`src/rtl/calc_disp_sched.sv`:
```
// Display scheduler: latches a binary operand and converts it to BCD by iterative double-dabble.
// It then streams one display code per cycle onto the shared data/pos bus.
// Latency: ack 1 cycle after accept; normal path done at WIDTH+DIGITS+1; err path done at DIGITS+1.
// Backpressure: none downstream; req is ignored while busy, and a new req is accepted in IDLE or in FIN.
//
// Ports:
//   clock, reset        : rising-edge clock, asynchronous active-low reset
//   req/value/neg/err   : display request and operands from the calc FSM
//   ack, busy, done     : handshake (ack/done are one-cycle pulses)
//   data, pos, dvalid   : display bus; data codes 0-9 BCD, A minus, E error, F blank
module calc_disp_sched #(
  parameter int WIDTH  = 27,
  parameter int DIGITS = 8
) (
  input  logic             clock,
  input  logic             reset,
  input  logic             req,
  input  logic [WIDTH-1:0] value,
  input  logic             neg,
  input  logic             err,
  output logic             ack,
  output logic             busy,
  output logic [3:0]       data,
  output logic [3:0]       pos,
  output logic             dvalid,
  output logic             done
);

  localparam int BW = DIGITS * 4;

  localparam logic [1:0] S_IDLE = 2'd0;
  localparam logic [1:0] S_CONV = 2'd1;
  localparam logic [1:0] S_SCAN = 2'd2;
  localparam logic [1:0] S_FIN  = 2'd3;

  localparam logic [4:0] LAST_IT  = 5'(WIDTH - 1);
  localparam logic [4:0] LAST_POS = 5'(DIGITS - 1);

  logic [1:0]       state_q, state_d;
  logic [4:0]       cnt_q, cnt_d;    // iteration counter in CONV, position counter in SCAN
  logic [WIDTH-1:0] bin_q, bin_d;
  logic [BW-1:0]    bcd_q, bcd_d;
  logic             neg_q, neg_d;
  logic             err_q, err_d;
  logic             ovf_q, ovf_d;    // sticky: a 1 left the top BCD nibble
  logic             ack_q, ack_d;

  logic [BW-1:0]    bcd_adj;
  logic             accept;

  // Add-3 correction applied to every nibble before the shift.
  always_comb begin
    bcd_adj = bcd_q;
    for (int i = 0; i < DIGITS; i++) begin
      if (bcd_q[i*4 +: 4] >= 4'd5) begin
        bcd_adj[i*4 +: 4] = bcd_q[i*4 +: 4] + 4'd3;
      end
    end
  end

  // FIN doubles as an accept slot so a held req restarts immediately after done.
  assign accept = req && ((state_q == S_IDLE) || (state_q == S_FIN));

  always_comb begin
    state_d = state_q;
    cnt_d   = cnt_q;
    bin_d   = bin_q;
    bcd_d   = bcd_q;
    neg_d   = neg_q;
    err_d   = err_q;
    ovf_d   = ovf_q;
    ack_d   = 1'b0;

    case (state_q)
      S_CONV: begin
        bcd_d = {bcd_adj[BW-2:0], bin_q[WIDTH-1]};
        bin_d = {bin_q[WIDTH-2:0], 1'b0};
        ovf_d = ovf_q | bcd_adj[BW-1];
        if (cnt_q == LAST_IT) begin
          cnt_d   = 5'd0;
          state_d = S_SCAN;
        end else begin
          cnt_d = cnt_q + 5'd1;
        end
      end
      S_SCAN: begin
        if (cnt_q == LAST_POS) begin
          cnt_d   = 5'd0;
          state_d = S_FIN;
        end else begin
          cnt_d = cnt_q + 5'd1;
        end
      end
      S_FIN: begin
        state_d = S_IDLE;
      end
      default: ;
    endcase

    // Capture clears the BCD register so a previous result never leaks through.
    if (accept) begin
      ack_d   = 1'b1;
      bin_d   = value;
      neg_d   = neg;
      err_d   = err;
      ovf_d   = 1'b0;
      bcd_d   = '0;
      cnt_d   = 5'd0;
      state_d = err ? S_SCAN : S_CONV;
    end
  end

  always_ff @(posedge clock or negedge reset) begin
    if (!reset) begin
      state_q <= S_IDLE;
      cnt_q   <= 5'd0;
      bin_q   <= '0;
      bcd_q   <= '0;
      neg_q   <= 1'b0;
      err_q   <= 1'b0;
      ovf_q   <= 1'b0;
      ack_q   <= 1'b0;
    end else begin
      state_q <= state_d;
      cnt_q   <= cnt_d;
      bin_q   <= bin_d;
      bcd_q   <= bcd_d;
      neg_q   <= neg_d;
      err_q   <= err_d;
      ovf_q   <= ovf_d;
      ack_q   <= ack_d;
    end
  end

  // Display code for the position currently being scanned.
  logic [3:0] scan_pos;
  logic [3:0] msd;       // index of most significant nonzero digit (0 if value is 0)
  logic [3:0] digit;
  logic       err_pat;
  logic [3:0] code;

  assign scan_pos = cnt_q[3:0];

  always_comb begin
    msd   = 4'd0;
    digit = 4'd0;
    for (int i = 0; i < DIGITS; i++) begin
      if (bcd_q[i*4 +: 4] != 4'd0) msd = 4'(i);
      if (4'(i) == scan_pos) digit = bcd_q[i*4 +: 4];
    end
  end

  // A negative number needs a free position above its top digit for the sign.
  assign err_pat = err_q || ovf_q || (neg_q && (bcd_q[BW-1 -: 4] != 4'd0));

  always_comb begin
    code = 4'hF;
    if (err_pat) begin
      code = (scan_pos == 4'd0) ? 4'hE : 4'hF;
    end else if (scan_pos <= msd) begin
      code = digit;
    end else if (neg_q && (scan_pos == msd + 4'd1)) begin
      code = 4'hA;
    end
  end

  assign ack    = ack_q;
  assign busy   = (state_q == S_CONV) || (state_q == S_SCAN);
  assign dvalid = (state_q == S_SCAN);
  assign done   = (state_q == S_FIN);
  assign pos    = dvalid ? scan_pos : 4'd0;
  assign data   = dvalid ? code : 4'hF;

endmodule

```
`config.mk`:
```
export PLATFORM = sky130hd
export DESIGN_NAME = calc_disp_sched
export DESIGN_NICKNAME = d
export VERILOG_FILES = /design/src/rtl/calc_disp_sched.sv
export SDC_FILE = /design/constraint.sdc
export NUM_CORES = 1
export LEC_CHECK = 0
export BUFFER_PORTS_ARGS = -buffer_cell sky130_fd_sc_hd__buf_2
export CAP_MARGIN = 25
export CELL_PAD_IN_SITES_DETAIL_PLACEMENT = 1
export CELL_PAD_IN_SITES_GLOBAL_PLACEMENT = 2
export CORE_MARGIN = 8
export CORE_UTILIZATION = 38
export CTS_BUF_LIST = sky130_fd_sc_hd__clkbuf_8
export DETAILED_ROUTE_END_ITERATION = 6
export PLACE_DENSITY_LB_ADDON = 0.05
export REMOVE_ABC_BUFFERS = 1
export SLEW_MARGIN = 20
export SYNTH_ARGS = -nofsm -noshare
export SYNTH_HDL_FRONTEND = slang
export SYNTH_SLANG_ARGS = --single-unit
export TNS_END_PERCENT = 10
```
`constraint.sdc`:
```
create_clock -name clock -period 3.46 [get_ports clock]
set_input_delay 0.173 -clock clock [delete_from_list [all_inputs] [get_ports clock]]
set_output_delay 0.173 -clock clock [all_outputs]
set_load 0.01 [all_outputs]
```
==> impl_results.md, run 1 <==
* Peak supply drop at roughly 0.33 mV
* Total power draw at approximately 4.4 mW
* CTS buffer count at 9
* Worst setup SP type: flop
* Synth warn at 0
* Final Hold Violating Endpoints at 0
* Max-Cap Viols at 0
* Flop pwr share at 0.318
* Xor and xnor area share after synthesis at 0.03248
* Post-synth cell types at 47
* GRT Util Overall at 0.1587
* Initial antenna violation count at 0
* Initial core utilization at 0.3849
* Routed met2 length at roughly 5.7 mm
* Post-route setup TNS at 0 ps
* Layout Skew at 7.845 ps
* Area delta synth->final at 16.10%
* CP bufs+invs at 2
* CP Capture Type: output port
* Comb power frac at 0.530
* LEAKAGE at ~2.3 nW
* Area of the multi-input gates at between 0.002 and 0.003 mm2
* Routed met1 length at slightly below 6 mm
* Clock root cell: clkbuf_8
* Critical path's slowest cell: dfrtp_1
* Row count at 40
* Vias at 3,777
* Number of synthesized flops with an enable pin at 0
* Relative slew slack at 0.5749
* CP top delay family: compound AO/OA/AOI/OAI gates
* Post-route ant nets at 0
* Flip-flop and latch area at 0.001755 mm2
* 1st-iter DRT viols at around 180
* Port bufs at 43
* First-pass GRT wire length at a little over 20 mm
* Period utilization at 0.9397
* Syn Inst Count at between 500 and 600
* Sink Count at 70
* Arr. time, crit path at about 3000 ps
* Placeable core area at 0.01191 mm2
* # diodes at 0
* Hpwl dp at roughly 8.3 mm
* Mapped Avg Cell Area at ~8.8 um2
* Post-Synth Simple-Gate Area at 0.1646
* CTS tree: built
* Worst-path fanout max at 6
* I/O pins at 44
* Synth Area in Adders at 0.09007
* Vias in the first global route at ~4,000
* Met3 wire len at roughly 240 um
* Net Sw Power at between 1.5 and 2 mW
* Number of synthesized register bits at 70
* Post-synthesis compound-gate area fraction at 0.1785
* Largest net degree at the start of global routing at a little over 70
* Final setup fails at 0
* Hold Path Class: in2reg
* Synth area leader: dfrtp_1
* Main combinational cell family by area after synthesis: compound AO/OA/AOI/OAI gates
* PwrDens at between 800 and 900 mW/mm2
* Share of the synthesized area in the top cell type at 0.3821
* Post-synthesis mux area share at 0.09634
* DRC at 0
* Top cells by count, synth: dfrtp_1 (70), nand2_1 (58), o21ai_0 (56), mux2i_1 (43), a21oi_1 (42)
* Synth async-reset ratio at 1.000
* Actual slew at the worst max-slew pin at about 640 ps
* Max layer used: met4
* CP peak stage delay at roughly 460 ps
* Fmax at a little over 0.3 GHz
* Max H-tree Level at 3
* Placed insts at 686
* Status: complete, no violations
* Critical path class: reg2out
* DR pass1 iterations at 4
* Clock Tree Buf Depth at 2
* Clock network fraction of total power at 0.153
* Via/cell ratio at 5.260
* CP Cell Sequence: inv_1, ha_1, nor3b_2, o21ai_0, a21boi_0, o21ai_0, ha_1, and3_1, a211oi_2, o22ai_1, a21o_1, a31oi_1, buf_2
* Internal Pwr Total at 2.400 mW
* Clk slew on worst S/H paths at 80 ps
* Synth Cell Area at approximately 0.0046 mm2
* Layout Cells excl Fill at 718
* Switching share of total power at 0.4504
* Count leader, synth: dfrtp_1
* Full die area at roughly 0.016 mm2
* Main flop type after synthesis: dfrtp_1
* CP Data Required Time at around 3300 ps
* Share of cells above drive strength 1 at 0.1471
* Clk Latency, worst-skew pair at 360 ps
* Top post-synthesis cells by area: dfrtp_1 (38%), mux2i_1 (9.4%), ha_1 (9.0%)
* Post-CTS setup buffer count at 0
* Routability cong. at about 0.8
* Final slew viol count at 0
* Gr ovfl total at 0
* Chip Height at between 100 and 150 um
* Wire per inst at 16.72 um
* Final Critical Period at 3251 ps
* WL final at 12.00 mm
* Nets at approximately 630
* Sequential cell area fraction in the yosys report at 0.3821
* Fillers at between 1,000 and 1,500
* Die Span X at approximately 130 um
power by group through the flow:
stage	registers (mW)	clock network [mW]	logic [mW]
6_report	1.39	0.666	2.31
5_1_grt	1.44	0.721	2.63
4_1_cts	1.38	0.698	2.31
3_5_place_dp	1.39	0	2.28
3_3_place_gp	1.38	0	2.22
2_1_floorplan	1.30	0	1.70
worst reg2reg max path: cells and delay by family, from the launching register on:
kind	cells	cell delay, ps
compound gates	2	710
flops	1	470
buf+inv	2	410
fa+ha+maj	1	300
simple gates	2	270
sequential cells by signal, indices dropped and copies added, names as in the netlist:
register and cells:
cnt_q 5, ovf_q 1, state_q 2, bin_q 27
bcd_q 32, ack 1, err_q 1, neg_q 1
stage by stage:
stage,instance area (um2),hold WS [ps],setup WS [ps],util
2_1_floorplan,4448,-122.6,-26.46,-
3_3_place_gp,4901,373.4,285.1,0.4115
3_5_place_dp,4901,382.0,269.2,0.4115
4_1_cts,5258,0.3425,8.299,0.4414
5_1_grt,5323,23.59,-4.650,0.4468
6_report,5323,20.37,208.5,0.4468
timing repair:
| action | 4_1_cts | 5_1_grt |
|---|---|---|
| hold endpoints to repair | 84 | 0 |
| resized for setup | 3 | 12 |
| setup endpoints to repair | 4 | 4 |
| hold buffers | 15 | 0 |
cell usage in the layout (no fill, tap or decap), types with 4 or more instances in the layout:
cell	count
a211oi_1	7
a21o_1	4
a21oi_1	42
a221oi_1	4
buf_2	42
buf_4	6
clkbuf_8	9
dfrtp_1	67
dlygate4sd3_1	15
ha_1	31
inv_1	33
mux2i_1	43
nand2_1	58
nand2b_1	9
nand3_1	14
nand3b_1	7
nor2_1	39
nor3_1	6
o211ai_1	6
o21ai_0	56
xnor2_1	12
xor2_1	5
path summary, 6_finish.rpt:
| kind | from | end | slack, ps | cells after the start |
|---|---|---|---|---|
| hold / removal | value[24] | bin_q[24]$_DFFE_PN0N_ | 20 | 3 |
| setup / recovery | bcd_q[12]$_DFFE_PN0N_ | data[0] | 210 | 13 |
| min in group asynchronous | reset | bcd_q[6]$_DFFE_PN0N_ | 300 | 2 |
| setup reg to reg | state_q[0]$_DFFE_PN0P_ | state_q[1]$_DFFE_PN0P_ | 1140 | 7 |
| hold reg to reg | ovf_q$_DFFE_PN0N_ | ovf_q$_DFFE_PN0N_ | 530 | 2 |
| max in group asynchronous | reset | bin_q[0]$_DFFE_PN0N_ | 2590 | 3 |
cells by family (layout without fill, tap and decap cells):
kind of cell	count (synthesis)	count (layout)
AOI/OAI and AO/OA	138	138
DFF	70	70
buffers and inverters	63	112
muxes	44	44
adders and majority gates	33	33
xor gates and xnor gates	17	17
and+or+nand+nor	157	157
layout make-up:
class,count,share of cell area
clock buffer,9,0.02327
clock inverter,7,0.01269
inverter,32,0.02257
multi-input combinational,389,0.4972
sequential,70,0.3298
tap,147,0.03456
timing repair buffer,64,0.07992
layer usage:
metal | GRT usage | vias to the layer above
met4 | 0.06228 | 0
met5 | 0 | -
li1 | - | 1890
met3 | 0.02616 | 14
met1 | 0.2038 | 1835
met2 | 0.2613 | 38
Power figures use the tool's default switching activity.
==> inputs of run 2 (changes only) <==
Settings changed: BUFFER_PORTS_ARGS -buffer_cell sky130_fd_sc_hd__buf_2 to -buffer_cell sky130_fd_sc_hd__buf_4, CORE_UTILIZATION 38 to 37, CTS_BUF_LIST sky130_fd_sc_hd__clkbuf_8 to not set.
==> impl_results.md, run 2 (synthesized netlist as in run 1, its figures left out) <==
* Hold Path Class: in2reg
* Fmax at 0.3055 GHz (-0.68%)
* Relative slew slack at 0.5305 (-0.04446)
* Finished Cell Area at 0.005451 mm2 (+2.4%)
* Port bufs at 43 (unchanged)
* Initial antenna violation count at 0 (unchanged)
* Chip Height at 127.3 um (+1.2%)
* Fillers at 1,404 (+1.2%)
* Vias at 3,750 (-0.71%)
* Placeable core area at 0.01206 mm2 (+1.3%)
* Hpwl dp at 8.673 mm (+5.0%)
* Row count at 40 (unchanged)
* Arr. time, crit path at 3100 ps (+20 ps)
* GRT Util Overall at 0.1598 (+0.001144)
* Layout Skew at 4.964 ps (-2.881 ps)
* Actual slew at the worst max-slew pin at 704.3 ps (+66.69 ps)
* Layout Cells excl Fill at 724 (+0.84%)
* Largest register FFs at 32 (unchanged)
* Placed insts at 707 (+3.1%)
* Sink Count at 70 (unchanged)
* Period utilization at 0.9462 (+0.006429)
* Comb power frac at 0.501 (-0.029)
* Largest reg by FF count: bcd_q
* Clock Tree Buf Depth at 2 (unchanged)
* Flop pwr share at 0.292 (-0.026)
* CTS buffer count at 9 (unchanged)
* Worst setup SP type: flop
* CTS tree: built
* Post-route setup TNS at 0 ps (unchanged)
* Share of cells above drive strength 1 at 0.1547 (+0.007566)
* Nets at 617 (-2.2%)
* Critical path class: reg2out
* Hold slack at 34.10 ps (+13.72 ps)
* Final setup fails at 0 (unchanged)
* DR pass1 iterations at 4 (unchanged)
* Most frequent cells in the layout: dfrtp_1 (68), nand2_1 (58), o21ai_0 (56)
* Setup WS pre-CTS at 225.4 ps (-43.83 ps)
* Placed Area at 0.005032 mm2 (+2.7%)
* Via/cell ratio at 5.180 (-1.5%)
* Clk slew on worst S/H paths at 60 ps (-20 ps)
* Worst Setup SP: bcd_q[28]$_DFFE_PN0N_
* Post-CTS setup buffer count at 0 (unchanged)
* Commonest non-fill, non-tap cell in the layout: dfrtp_1
* Max H-tree Level at 3 (unchanged)
* WL final at 12.24 mm (+2.0%)
* Layout Utilization at 0.4520 (+0.005122)
* LEAKAGE at 2.337 nW (+1.4%)
* I/O pins at 44 (unchanged)
* Final worst slack at 186.3 ps (-22.25 ps)
* CP Data Required Time at 3290 ps (about the same)
* Largest net degree at the start of global routing at 71 (-1.4%)
* Final slew viol count at 0 (unchanged)
* Largest regs: bcd_q x32, bin_q x27, cnt_q x5
* Routability cong. at 0.7749 (-2.9%)
* # diodes at 0 (unchanged)
* Wire per inst at 16.91 um (+1.2%)
* DRC at 0 (unchanged)
* Area delta synth->final at 18.91%
* Final Hold Violating Endpoints at 0 (unchanged)
* Status: complete, no violations
* Post-route ant nets at 0 (unchanged)
* First-pass GRT wire length at 20.64 mm (+1.4%)
* Clk Latency, worst-skew pair at 340 ps (-20 ps)
* Total power draw at 4.735 mW (+8.4%)
* Net Sw Power at 2.004 mW (+1.9%)
* Vias in the first global route at 4,058 (+1.2%)
* Final Critical Period at 3274 ps (+22.24 ps)
* Clock network fraction of total power at 0.207 (+0.054)
* Full die area at 0.01621 mm2 (+2.4%)
* Peak supply drop at 0.3310 mV (+1.6%)
* Worst-path fanout max at 6 (unchanged)
* Switching share of total power at 0.4233 (-0.02711)
* Gr ovfl total at 0 (unchanged)
* 1st-iter DRT viols at 151 (-14%)
* Initial core utilization at 0.3801 (-0.004791)
* PwrDens at 868.5 mW/mm2 (+5.9%)
* CP Capture Type: output port
* FF-to-FF Start: state_q[0]$_DFFE_PN0P_
* Die Span X at 127.3 um (+1.2%)
* Max-Cap Viols at 0 (unchanged)
* Internal Pwr Total at 2.731 mW (+14%)
* Clock root cell: clkbuf_16
* Hold_sp: value[20]
[run 2: final cells by class]
type,count,area (um2),share of cell area
clock buffer,9,225.2,0.04131
clock inverter,6,86.33,0.01584
inverter,32,120.1,0.02203
multi-input combinational,389,2658,0.4875
sequential,70,1754,0.3218
tap,168,210.2,0.03856
timing repair buffer,50,397.9,0.07299
[run 2: power groups by stage]
stage | sequential [mW] | combinational, mW | clock (mW)
final | 1.38 | 2.37 | 0.978
after global routing | 1.43 | 2.68 | 1.05
after CTS | 1.38 | 2.38 | 1.01
after detailed placement | 1.39 | 2.34 | 0
after global placement | 1.37 | 2.28 | 0
after floorplan | 1.30 | 1.70 | 0
[run 2: final timing paths]
check / end / slack, ps / cells past startpoint
setup / recovery: data[0] / 190 / 13
max in group asynchronous: bcd_q[20]$_DFFE_PN0N_ / 2660 / 3
min in group asynchronous: bcd_q[8]$_DFFE_PN0N_ / 230 / 2
hold / removal: bin_q[20]$_DFFE_PN0N_ / 30 / 3
setup reg to reg: state_q[0]$_DFFE_PN0P_ / 1060 / 6
hold reg to reg: bin_q[0]$_DFFE_PN0N_ / 540 / 2
[run 2: routing by layer]
metal	vias up	global-route usage	part of all wire
met3	16	0.04243	0.038
met5	-	0	0
met1	1814	0.1943	0.46
li1	1859	-	-
met4	0	0.05668	0.020
met2	61	0.2668	0.48
[run 2: timing repair]
action / in CTS / in global routing
pin swaps: 0 / 1
setup endpoints to repair: 2 / 4
resized for setup: 6 / 12
hold endpoints to repair: 0 / 13
hold buffers: 0 / 1
[run 2: worst max-delay path, cell delays in order (launching register included)]
cell	delay, ps
dfrtp_1	450
inv_1	90
ha_2	210
nor3b_4	240
nand2_1	90
or2_2	320
inv_1	60
ha_1	230
and3_1	190
a211oi_2	190
o22ai_1	130
a21o_1	200
a31oi_1	190
buf_4	160
==> inputs of run 3 (changes only) <==
Settings changed: ABC_AREA set to 1, CORE_UTILIZATION 37 to 35.
==> impl_results.md, run 3 <==
* Chip Height at 130.2 um (+2.3%)
* GRT Util Overall at 0.1600 (+0.0002009)
* # diodes at 0 (unchanged)
* CP Cell Sequence: inv_1, ha_1, inv_1, nor3_1, a21oi_1, nor2_1, o21ai_0, ha_1, xor2_1, nor3_1, nand4_1, a21boi_1, nand2_1, buf_4
* Final setup fails at 0 (unchanged)
* CTS buffer count at 9 (unchanged)
* Sink Count at 70 (unchanged)
* Fmax at 0.3330 GHz (+9.0%)
* Clk slew on worst S/H paths at 60 ps (about the same)
* CP Capture Type: output port
* Synth async-reset ratio at 1.000 (unchanged)
* Area delta synth->final at 18.17%
* I/O pins at 44 (unchanged)
* Nets at 698 (+13%)
* Arr. time, crit path at 2830 ps (-270 ps)
* Count leader, synth: nand2_1
* Share of the synthesized area in the top cell type at 0.3838 (+0.001676)
* Number of synthesized register bits at 70 (unchanged)
* Largest net degree at the start of global routing at 71 (unchanged)
* Clock root cell: clkbuf_16
* DR pass1 iterations at 4 (unchanged)
* Placeable core area at 0.01267 mm2 (+5.1%)
* Clock Tree Buf Depth at 2 (unchanged)
* Top cells by count, synth: nand2_1 (136), inv_1 (82), dfrtp_1 (70), o21ai_0 (53), nand3_1 (42)
* Clk Latency, worst-skew pair at 340 ps (about the same)
* PwrDens at 757.6 mW/mm2 (-13%)
* WL final at 12.42 mm (+1.4%)
* Placed Area at 0.005045 mm2 (+0.25%)
* CP Data Required Time at 3290 ps (about the same)
* Synth Cell Area at 0.004564 mm2 (-0.44%)
* Layout Skew at 8.278 ps (+3.314 ps)
* Period utilization at 0.8679 (-0.07824)
* Finished Cell Area at 0.005394 mm2 (-1.1%)
* Share of cells above drive strength 1 at 0.1619 (+0.007273)
* Worst setup SP type: flop
* Post-route setup TNS at 0 ps (unchanged)
* Fillers at 1,576 (+12%)
* CP bufs+invs at 3 (unchanged)
* Post-synth cell types at 41 (-13%)
* Row count at 41 (+2.5%)
* CTS tree: built
* Vias at 4,033 (+7.5%)
* Number of synthesized flops with an enable pin at 0 (unchanged)
* Status: complete, no violations
* Critical path's slowest cell: dfrtp_1
* Via/cell ratio at 4.991 (-3.6%)
* Final Hold Violating Endpoints at 0 (unchanged)
* Most frequent cells in the layout: nand2_1 (136), inv_1 (82), dfrtp_1 (70)
* Largest regs: bcd_q x32, bin_q x27, cnt_q x5
* CP peak stage delay at 410 ps (-40 ps)
* Post-route ant nets at 0 (unchanged)
* Full die area at 0.01695 mm2 (+4.6%)
* Top post-synthesis cells by area: dfrtp_1 (38%), nand2_1 (11%), ha_1 (9.0%)
* Hpwl dp at 8.850 mm (+2.0%)
* Main flop type after synthesis: dfrtp_1
* CP top delay family: simple AND/OR/NAND/NOR gates
* Max-Cap Viols at 0 (unchanged)
* Critical path class: reg2out
* LEAKAGE at 2.627 nW (+12%)
* Routability cong. at 0.7708 (-0.53%)
* Vias in the first global route at 4,343 (+7.0%)
* DRC at 0 (unchanged)
* Initial antenna violation count at 0 (unchanged)
* Die Span X at 130.2 um (+2.3%)
* Initial core utilization at 0.3602 (-0.01986)
* Syn Inst Count at 589 (+13%)
* Hold slack at 40.40 ps (+6.298 ps)
* Actual slew at the worst max-slew pin at 847.4 ps (+143.1 ps)
* 1st-iter DRT viols at 139 (-7.9%)
* Final Critical Period at 3003 ps (-270.7 ps)
* Commonest non-fill, non-tap cell in the layout: nand2_1
* First-pass GRT wire length at 21.36 mm (+3.5%)
* Relative slew slack at 0.4343 (-0.09620)
* Mapped Avg Cell Area at 7.749 um2 (-12%)
* Synth warn at 0 (unchanged)
* Post-CTS resize count at 0 (-6)
* Gr ovfl total at 0 (unchanged)
* Port bufs at 43 (unchanged)
* Worst-path fanout max at 4 (-2)
* Largest reg by FF count: bcd_q
* Wire per inst at 15.37 um (-9.1%)
* Sequential cell area fraction in the yosys report at 0.3838 (+0.001676)
* Max H-tree Level at 3 (unchanged)
* Peak supply drop at 0.3485 mV (+5.3%)
* Final slew viol count at 0 (unchanged)
* Unrepaired setup endpoints after global routing: false
* Largest register FFs at 32 (unchanged)
* Synth area leader: dfrtp_1
* Post-CTS setup buffer count at 0 (unchanged)
* Hold Path Class: in2reg
==> run 3: changes by cell type after synthesis, moves of 12 or more <==
cell      delta
a21oi_1     -19
clkbuf_1    -14
inv_1       +50
inv_2       +16
mux2i_1     -43
nand2_1     +78
nand3_1     +28
nor2_1      -13
o22ai_1     +12
xnor2_1     -12
==> run 3: final cells by class <==
class                           count  area, um2  area share
Clock inverter                      4      72.57     0.01345
Tap cell                          172      215.2     0.03990
Inverter                          100      382.9     0.07098
Timing Repair Buffer               48      382.9     0.07098
Clock buffer                       10      239.0     0.04431
Sequential cell                    70       1752      0.3248
Multi-Input combinational cell    404       2350      0.4356
==> run 3: per-stage QoR <==
step / instances / total power [mW] / worst slack, ps / util
after detailed placement: 792 / 3.139 / 778.6 / 0.3981
after global routing: 808 / 4.453 / 101.3 / 0.4257
after floorplan: 574 / 2.475 / 1182 / -
after CTS: 806 / 4.173 / 396.3 / 0.4227
after global placement: 792 / 3.101 / 866.8 / 0.3981
final: 808 / 4.087 / 457.0 / 0.4257
==> run 3: timing repair <==
item                                   CTS  global route
endpoints found under the hold margin    0            21
setup endpoints to repair                0             0
hold buffers                             0             1
==> run 3: cell families after synthesis <==
| logic type | Yosys count | synth area share |
|---|---|---|
| AND/OR/NAND/NOR | 236 | 0.2426 |
| AO/OA/AOI/OAI | 127 | 0.1664 |
| buffers and inverters | 115 | 0.1014 |
| flip-flops | 70 | 0.3838 |
| adder cells (fa/ha/maj) | 33 | 0.09046 |
| XOR/XNOR | 8 | 0.01535 |
==> run 3: report_power, final <==
| group | switching (mW) | internal (mW) | total (mW) |
|---|---|---|---|
| logic | 1.20 | 0.676 | 1.87 |
| clock network | 0.362 | 0.641 | 1.00 |
| registers | 0.171 | 1.04 | 1.21 |
==> run 3: worst paths after layout <==
kind	startpoint	endpoint	slack (ps)	cells past startpoint
max	bcd_q[12]$_DFFE_PN0N_	data[2]	460	14
min	neg	neg_q$_DFFE_PN0P_	40	3
max reg2reg	state_q[0]$_DFFE_PN0P_	bin_q[8]$_DFFE_PN0N_	1040	8
min reg2reg	bin_q[24]$_DFFE_PN0N_	bin_q[25]$_DFFE_PN0N_	480	2
max in group asynchronous	reset	bcd_q[16]$_DFFE_PN0N_	2600	3
min in group asynchronous	reset	err_q$_DFFE_PN0P_	290	2
==> run 3: tightest hold or removal path: stages <==
cell     delay, ps
buf_4           80
nand2_1         40
o21ai_0         60
==> run 3: routing by layer <==
metal  up-vias  GRT usage  routed length, um
li1       2015          -                  -
met1      1964     0.1951               5876
met2        43     0.2757               6027
met3        11    0.02652                315
met4         0    0.06284                199
met5         -          0                  0
